$ cat config.mk
export PLATFORM = sky130hd
export DESIGN_NAME = mux_rr_nxw
export DESIGN_NICKNAME = d
export VERILOG_FILES = /design/src/rtl/mux_rr_nxw.sv
export SDC_FILE = /design/constraint.sdc
export NUM_CORES = 1
export LEC_CHECK = 0
export ABC_CLOCK_PERIOD_IN_PS = 4900
export CORE_MARGIN = 2
export CORE_UTILIZATION = 30
export CTS_CLUSTER_DIAMETER = 200
export DETAILED_ROUTE_END_ITERATION = 6
export SLEW_MARGIN = 30
export SYNTH_ARGS = -nofsm -noshare
export SYNTH_HDL_FRONTEND = slang
export SYNTH_SLANG_ARGS = --single-unit
$ cat constraint.sdc
create_clock -name clk -period 4.9 [get_ports clk]
set_input_delay 0.98 -clock clk [delete_from_list [all_inputs] [get_ports clk]]
set_output_delay 0.98 -clock clk [all_outputs]
set_load 0.02 [all_outputs]
$ cat src/rtl/mux_rr_nxw.sv
// N-channel to one registered mux with fixed or round-robin grant.
// The output register is a single-entry skid-free stage: a new beat may load on the same edge the old one leaves.
//
// state   | meaning
// --------+-----------------------------------------------
// S_EMPTY | output register free, out_valid low
// S_FULL  | output register holds a beat, out_valid high
module mux_rr_nxw #(
   parameter int  N_CH  = 4,
   parameter int  WIDTH = 8,
   localparam int SELW  = (N_CH > 1) ? $clog2(N_CH) : 1
) (
   input  logic                  clk,
   input  logic                  rst_n,
   input  logic [N_CH*WIDTH-1:0] in_data,
   input  logic [N_CH-1:0]       in_valid,
   output logic [N_CH-1:0]       in_ready,
   input  logic                  mode,
   input  logic [SELW-1:0]       select,
   output logic [WIDTH-1:0]      out_data,
   output logic [SELW-1:0]       out_ch,
   output logic                  out_valid,
   input  logic                  out_ready
);

   typedef enum logic {S_EMPTY, S_FULL} state_t;

   state_t            r_state;
   state_t            w_state_nxt;
   logic [SELW-1:0]   r_ptr;
   logic [WIDTH-1:0]  r_out_data;
   logic [SELW-1:0]   r_out_ch;

   logic              w_free;
   logic              w_in_xfer;
   logic              w_fix_ok;
   logic              w_rr_found;
   logic [SELW-1:0]   w_rr_gnt;
   logic              w_gnt_vld;
   logic [SELW-1:0]   w_gnt;
   logic [SELW-1:0]   w_ptr_nxt;
   logic [N_CH-1:0]   w_ready;

   // Fixed mode only grants an in-range select whose channel is actually valid.
   always_comb begin
      w_fix_ok = 1'b0;
      for (int i = 0; i < N_CH; i++) begin
         if (select == SELW'(i) && in_valid[i]) w_fix_ok = 1'b1;
      end
   end

   always_comb begin
      int idx;
      idx        = 0;
      w_rr_found = 1'b0;
      w_rr_gnt   = '0;
      for (int k = 0; k < N_CH; k++) begin
         idx = int'(r_ptr) + k;
         if (idx >= N_CH) idx = idx - N_CH;
         if (!w_rr_found && in_valid[idx]) begin
            w_rr_found = 1'b1;
            w_rr_gnt   = SELW'(idx);
         end
      end
   end

   assign w_gnt     = mode ? w_rr_gnt   : select;
   assign w_gnt_vld = mode ? w_rr_found : w_fix_ok;
   assign w_free    = (r_state == S_EMPTY) || out_ready;
   assign w_ptr_nxt = (int'(w_gnt) == N_CH - 1) ? '0 : w_gnt + SELW'(1);

   // rst_n gates the grant so in_ready stays low throughout reset.
   always_comb begin
      w_ready = '0;
      for (int i = 0; i < N_CH; i++) begin
         w_ready[i] = rst_n && w_gnt_vld && w_free && (w_gnt == SELW'(i));
      end
   end

   assign in_ready  = w_ready;
   assign w_in_xfer = |(in_valid & w_ready);

   always_comb begin
      w_state_nxt = r_state;
      case (r_state)
         S_EMPTY: if (w_in_xfer) w_state_nxt = S_FULL;
         S_FULL:  if (out_ready && !w_in_xfer) w_state_nxt = S_EMPTY;
         default: w_state_nxt = S_EMPTY;
      endcase
   end

   always_ff @(posedge clk or negedge rst_n) begin
      if (!rst_n) begin
         r_state    <= S_EMPTY;
         r_ptr      <= '0;
         r_out_data <= '0;
         r_out_ch   <= '0;
      end else begin
         r_state <= w_state_nxt;
         if (w_in_xfer) begin
            r_out_data <= in_data[w_gnt*WIDTH +: WIDTH];
            r_out_ch   <= w_gnt;
            if (mode) r_ptr <= w_ptr_nxt;
         end
      end
   end

   assign out_data  = r_out_data;
   assign out_ch    = r_out_ch;
   assign out_valid = (r_state == S_FULL);

endmodule
==> results of run 1 <==
## through the flow
step	setup slack (ps)	cell area [um^2]	util [%]	hold WS, ps	instances
2_1_floorplan	1530	1027	-	578.6	108
3_3_place_gp	599.9	1600	48.34	461.3	206
3_5_place_dp	568.0	1600	48.34	462.5	206
4_1_cts	558.8	1627	49.13	483.8	210
5_1_grt	446.2	1627	49.13	539.8	210
6_report	573.1	1627	49.13	481.3	210
## synthesized netlist by cell type, drive strengths merged, types with 2 or more instances
cell type,n
a21boi,2
a31o,2
buf,6
dfrtp,13
mux2i,18
nand2,16
nand2b,3
nand3,2
nand3b,2
nand4,3
nor2,9
nor2b,3
nor4bb,2
o21ai,4
o221ai,8
o32a,2
## logic make-up (layout without fill, tap and decap cells)
| kind of cell | Yosys count | after routing | share of synthesized area, % |
|---|---|---|---|
| AND/OR/NAND/NOR | 47 | 47 | 24.24 |
| flip-flops | 13 | 13 | 31.67 |
| multiplexers | 18 | 18 | 17.54 |
| buffers and inverters | 7 | 63 | 6.211 |
| AO/OA/AOI/OAI | 23 | 23 | 20.34 |
## worst max path at each step
stage / end / cells after the start / slack [ps] / start
after global placement: in_ready[3] / 7 / 600 / in_valid[2]
after floorplan: in_ready[2] / 6 / 1530 / in_valid[2]
after CTS: in_ready[3] / 7 / 560 / in_valid[2]
after detailed placement: in_ready[3] / 7 / 570 / in_valid[2]
after global routing: in_ready[2] / 7 / 450 / in_valid[2]
final: in_ready[3] / 7 / 570 / in_valid[3]
## layer usage
metal	vias up	track usage, %
li1	524	-
met1	512	18.46
met2	48	27.15
met3	4	4.505
met4	0	5.833
met5	-	0
## tightest hold or removal path, stage by stage (launching register included)
cell and delay [ps]:
dfrtp_1 350, nand2_1 50, nand2_1 60
## flip-flops by register name (all words and copies together) (netlist names)
register / count
out_data: 8
out_ch: 2
r_ptr: 2
out_valid: 1
## layout make-up
class                   count  area, um^2  share of cell area, %
well taps                  46       57.56                  3.538
multi-input cells          88       638.1                  39.23
inverters                   1       3.754                 0.2308
repair buffers             58       575.6                  35.38
clock buffers               4       26.28                  1.615
flip-flops and latches     13       325.3                  20.00
## power breakdown
part,switching [mW],internal [mW],total [mW]
Sequential,0.0332,0.141,0.174
Clock,0.0343,0.0315,0.0658
Combinational,0.130,0.142,0.272
==> flow_summary_export.csv, run 1 <==
group,metric,value,unit
synth,ys_types,34,
synth,synth.avg_cell_area,9.511,um^2
synth,synthTopCellsByArea,"dfrtp_1 32%, mux2i_1 18%, o221ai_1 6.8%, nand2_1 5.8%, nor2_1 3.3%",
timing,final-hold-violation-count,0,
critical_path,crit_chain,"clkdlybuf4s50_1, or4b_1, a21boi_2, o31a_4, nand2_1, nor2_1, clkdlybuf4s50_1",
synth,ys_ff_latch,13,
timing,fmax,231.1,MHz
timing,setup_tns,0,ps
timing,relSlewSlack,59.18,%
critical_path,cp_slowest_cell,"clkdlybuf4s50_1",
power,power_density,314.6,nW/um^2
cts,h-tree-depth,1,
critical_path,ff2ff_setup_slack,2620,ps
floorplan,die_height,62.52,um
cells_and_area,syn2layout_area_growth,58.34,%
cts,cts_resized,0,
routing,route.met3.wl,254,um
global_route,grt_max_degree,16,
power,finalPower,0.5117,mW
cells_and_area,mostFrequentLayoutCell,"clkdlybuf4s50_1",
timing,worst_pin_slew,610.4,ps
global_route,grt_pass1_wl,4995,um
critical_path,slowest_delay,600,ps
synth,netlist_instances,108,
min_path,worstHoldPathType,"reg -> reg",
synth,syn_area,1027,um^2
timing,fin_crit,4327,ps
routing,viasPerCell,5.181,
critical_path,cp_max_fo,11,
critical_path,cp.buffers_inverters,2,
critical_path,required,3920,ps
synth,synth-async-reset-ratio,100.0,%
cts,cts_buffers,3,
global_route,overflow,0,
min_path,min_from,"out_ch[1]",
critical_path,crit_family,"buffers and inverters",
critical_path,startpoint_type,"input pin",
floorplan,core,3311,um^2
timing,post-route-period-util,88.30,%
place,place.gp.congestion,0.8335,
critical_path,crit_top_cell,"clkdlybuf4s50_1",
routing,wl_met2,1435,um
cells_and_area,nets,207,
critical_path,rr_worst_depth,6,
floorplan,ios,57,
routing,wl_per_cell,14.02,um
synth,synth-seq-area-share,31.67,%
synth,ys_warn_count,0,
cts,cts_tree,"done",
power,vdd_ir_drop_max,136.9,uV
cts,clk-insertion-delay-late,270,ps
timing,finalSetupViolations,0,
synth,synth_top_area_share,31.67,%
routing,routed_wl,2944,um
synth,synth_top_area_cell,"dfrtp_1",
synth,synth-edff-count,0,
routing,num_vias,1088,
power,cellLeakagePower,0.6753,nW
critical_path,crit_arrival,3350,ps
critical_path,critPathCaptureType,"primary output",
min_path,min_path_cells,2,
cts,clockBufferDepth,2,
floorplan,die_area,3908,um^2
timing,rsz0062_at_grt,"no",
cts,root_buffer,"clkbuf_4",
floorplan,rows,21,
global_route,antenna_found_initial,0,
cts,hold_buffers,0,
global_route,track_usage,15.73,%
place,place.detailed.hpwl,2339,um
floorplan,start_util,31.03,%
cells_and_area,nFillCells,343,
cells_and_area,drive_gt1_share,7.317,%
routing,dr.pass1.iters,4,
min_path,worstHoldEndpoint,"out_ch[1]",
cts,cts.sinks,13,
floorplan,die_w,62.52,um
cells_and_area,diodes,0,
status,outcome,"complete, no violations",
routing,met1_length,1220,um
place,portBuffers,56,
routing,dr.first_iter.drc_count,77,
routing,highest_layer,"met4",
cells_and_area,mostFrequentLayoutCells,"56 x clkdlybuf4s50_1, 18 x mux2i_1, 16 x nand2_1",
global_route,grt_pass1_vias,1112,
cts,post_cts_buffers,0,
synth,syn_nets,150,
critical_path,reg2reg_from,"r_ptr[0]",
cts,clk_pin_slew,80,ps
timing,fin_worst_skew,4.177,ps
critical_path,worst_r2r_endpoint,"out_data[0]",
synth,ys.flop_type,"dfrtp_1",
timing,final_max_slew_viol_count,0,
routing,ant_nets,0,
critical_path,crit_type,"in -> out",
routing,drc,0,
job,maxCapViolCount,0,
No activity file was read; power rests on OpenSTA's default activity.
==> inputs of run 2 (changes only) <==
==> constraint.sdc (replaced) <==
create_clock -name clk -period 4.9 [get_ports clk]
set_input_delay 0.98 -clock clk [delete_from_list [all_inputs] [get_ports clk]]
set_output_delay 0.98 -clock clk [all_outputs]
set_load 0.01 [all_outputs]
==> flow_summary_export.csv, run 2 (synthesis gave the netlist of run 1 again) <==
group,metric,value,unit
power,clkPwrFrac,13.8,%
timing,finalSetupViolations,0,
min_path,worstHoldPathType,"reg -> reg",
cts,hold_buffers,0,
critical_path,rr_worst_depth,5,
timing,setup_tns,0,ps
power,power.share.combinational,50.4,%
routing,drc,0,
routing,num_vias,1061,
critical_path,worst_r2r_endpoint,"out_data[5]",
floorplan,ios,57,
timing,fmax,224.4,MHz
critical_path,crit_end,"in_ready[3]",
critical_path,reg2reg_from,"r_ptr[0]",
cts,cts_buffers,3,
cts,cts_resized,0,
routing,viasPerCell,5.077,
status,outcome,"complete, no violations",
cts,h-tree-depth,1,
critical_path,crit_arrival,3480,ps
cts,clk_pin_slew,80,ps
cts,root_buffer,"clkbuf_4",
routing,dr.pass1.iters,4,
critical_path,crit_type,"in -> out",
critical_path,crit_start,"in_valid[2]",
routing,dr.first_iter.drc_count,42,
power,vdd_ir_drop_max,114.7,uV
cells_and_area,mostFrequentLayoutCells,"56 x clkdlybuf4s50_1, 18 x mux2i_1, 16 x nand2_1",
timing,fin_worst_skew,2.176,ps
routing,routed_wl,2955,um
timing,fin_crit,4455,ps
power,p_seq_share,35.8,%
floorplan,start_util,31.03,%
critical_path,ff2ff_setup_slack,2730,ps
cells_and_area,syn2layout_area_growth,57.61,%
global_route,grt_pass1_wl,4830,um
cts,cts_tree,"done",
cts,clockBufferDepth,2,
cells_and_area,nFillCells,354,
timing,rsz0062_at_grt,"no",
floorplan,die_w,62.52,um
cells_and_area,mostFrequentLayoutCell,"clkdlybuf4s50_1",
min_path,min_path_cells,2,
timing,worst_pin_slew,680.2,ps
place,place.gp.congestion,0.8255,
global_route,grt_max_degree,21,
routing,ant_nets,0,
floorplan,die_area,3908,um^2
power,swShare,35.58,%
floorplan,rows,21,
cells_and_area,diodes,0,
critical_path,required,3920,ps
routing,wl_per_cell,14.14,um
floorplan,die_height,62.52,um
timing,final_max_slew_viol_count,0,
cts,post_cts_buffers,0,
timing,post-route-period-util,90.93,%
cts,cts.sinks,13,
power,cellLeakagePower,0.6706,nW
power,switchingPower,0.1726,mW
critical_path,startpoint_type,"input pin",
power,finalPower,0.4852,mW
cells_and_area,drive_gt1_share,6.748,%
cts,clk-insertion-delay-late,270,ps
global_route,track_usage,15.45,%
critical_path,critPathCaptureType,"primary output",
timing,final-hold-violation-count,0,
power,power_density,299.7,nW/um^2
floorplan,core,3311,um^2
timing,relSlewSlack,54.51,%
place,place.detailed.hpwl,2205,um
job,maxCapViolCount,0,
global_route,overflow,0,
place,portBuffers,56,
cells_and_area,nets,206,
critical_path,cp_max_fo,20,
global_route,antenna_found_initial,0,
global_route,grt_pass1_vias,1070,
power,p_int,0.3126,mW
cells_and_area,largest_reg_flops,8,
run 2: worst min-delay path by stage:
stage / startpoint / end
after floorplan: out_ch[0] / out_ch[0]
after global placement: out_ch[0] / out_ch[0]
after detailed placement: out_ch[0] / out_ch[0]
after CTS: out_ch[0] / out_ch[0]
after global routing: out_data[3] / out_data[3]
final: out_ch[0] / out_ch[0]
run 2: power by group through the flow:
stage	Clock, mW	Combinational [mW]	Sequential (mW)
floorplan	0	0.139	0.172
detailed placement	0	0.246	0.172
CTS	0.0699	0.247	0.173
finish	0.0669	0.245	0.174
global route	0.0757	0.268	0.179
global placement	0	0.243	0.173
run 2: area by class of cell:
type	count	area [um^2]	share of cell area [%]
Timing Repair Buffer	57	568.0	35.09
Tap cell	46	57.56	3.555
Sequential cell	13	325.3	20.09
Multi-Input combinational cell	88	638.1	39.41
Inverter	1	3.754	0.2318
Clock buffer	4	26.28	1.623
run 2: metrics by stage:
stage	area (um^2)	hold slack [ps]	std cells	setup slack, ps	util [%]
detailed placement	1593	462.8	205	452.8	48.11
global placement	1593	461.7	205	542.4	48.11
CTS	1619	483.5	209	444.5	48.90
finish	1619	482.2	209	444.6	48.90
floorplan	1027	508.7	108	1652	-
global route	1619	530.5	209	340.8	48.90
run 2: critical path, stage by stage:
cell and delay (ps):
clkdlybuf4s50_1 510, or4b_1 560, a21boi_2 230, o31a_4 360
nand2_1 140, nor2_1 120, clkdlybuf4s50_1 560
run 2: routing by layer:
metal  global-route usage (%)  up-vias  wire length, um
li1                         -      522                -
met2                    26.75       48             1376
met3                    3.964        6              269
met5                        0        -                0
met4                    7.778        0               61
met1                    17.53      485             1248
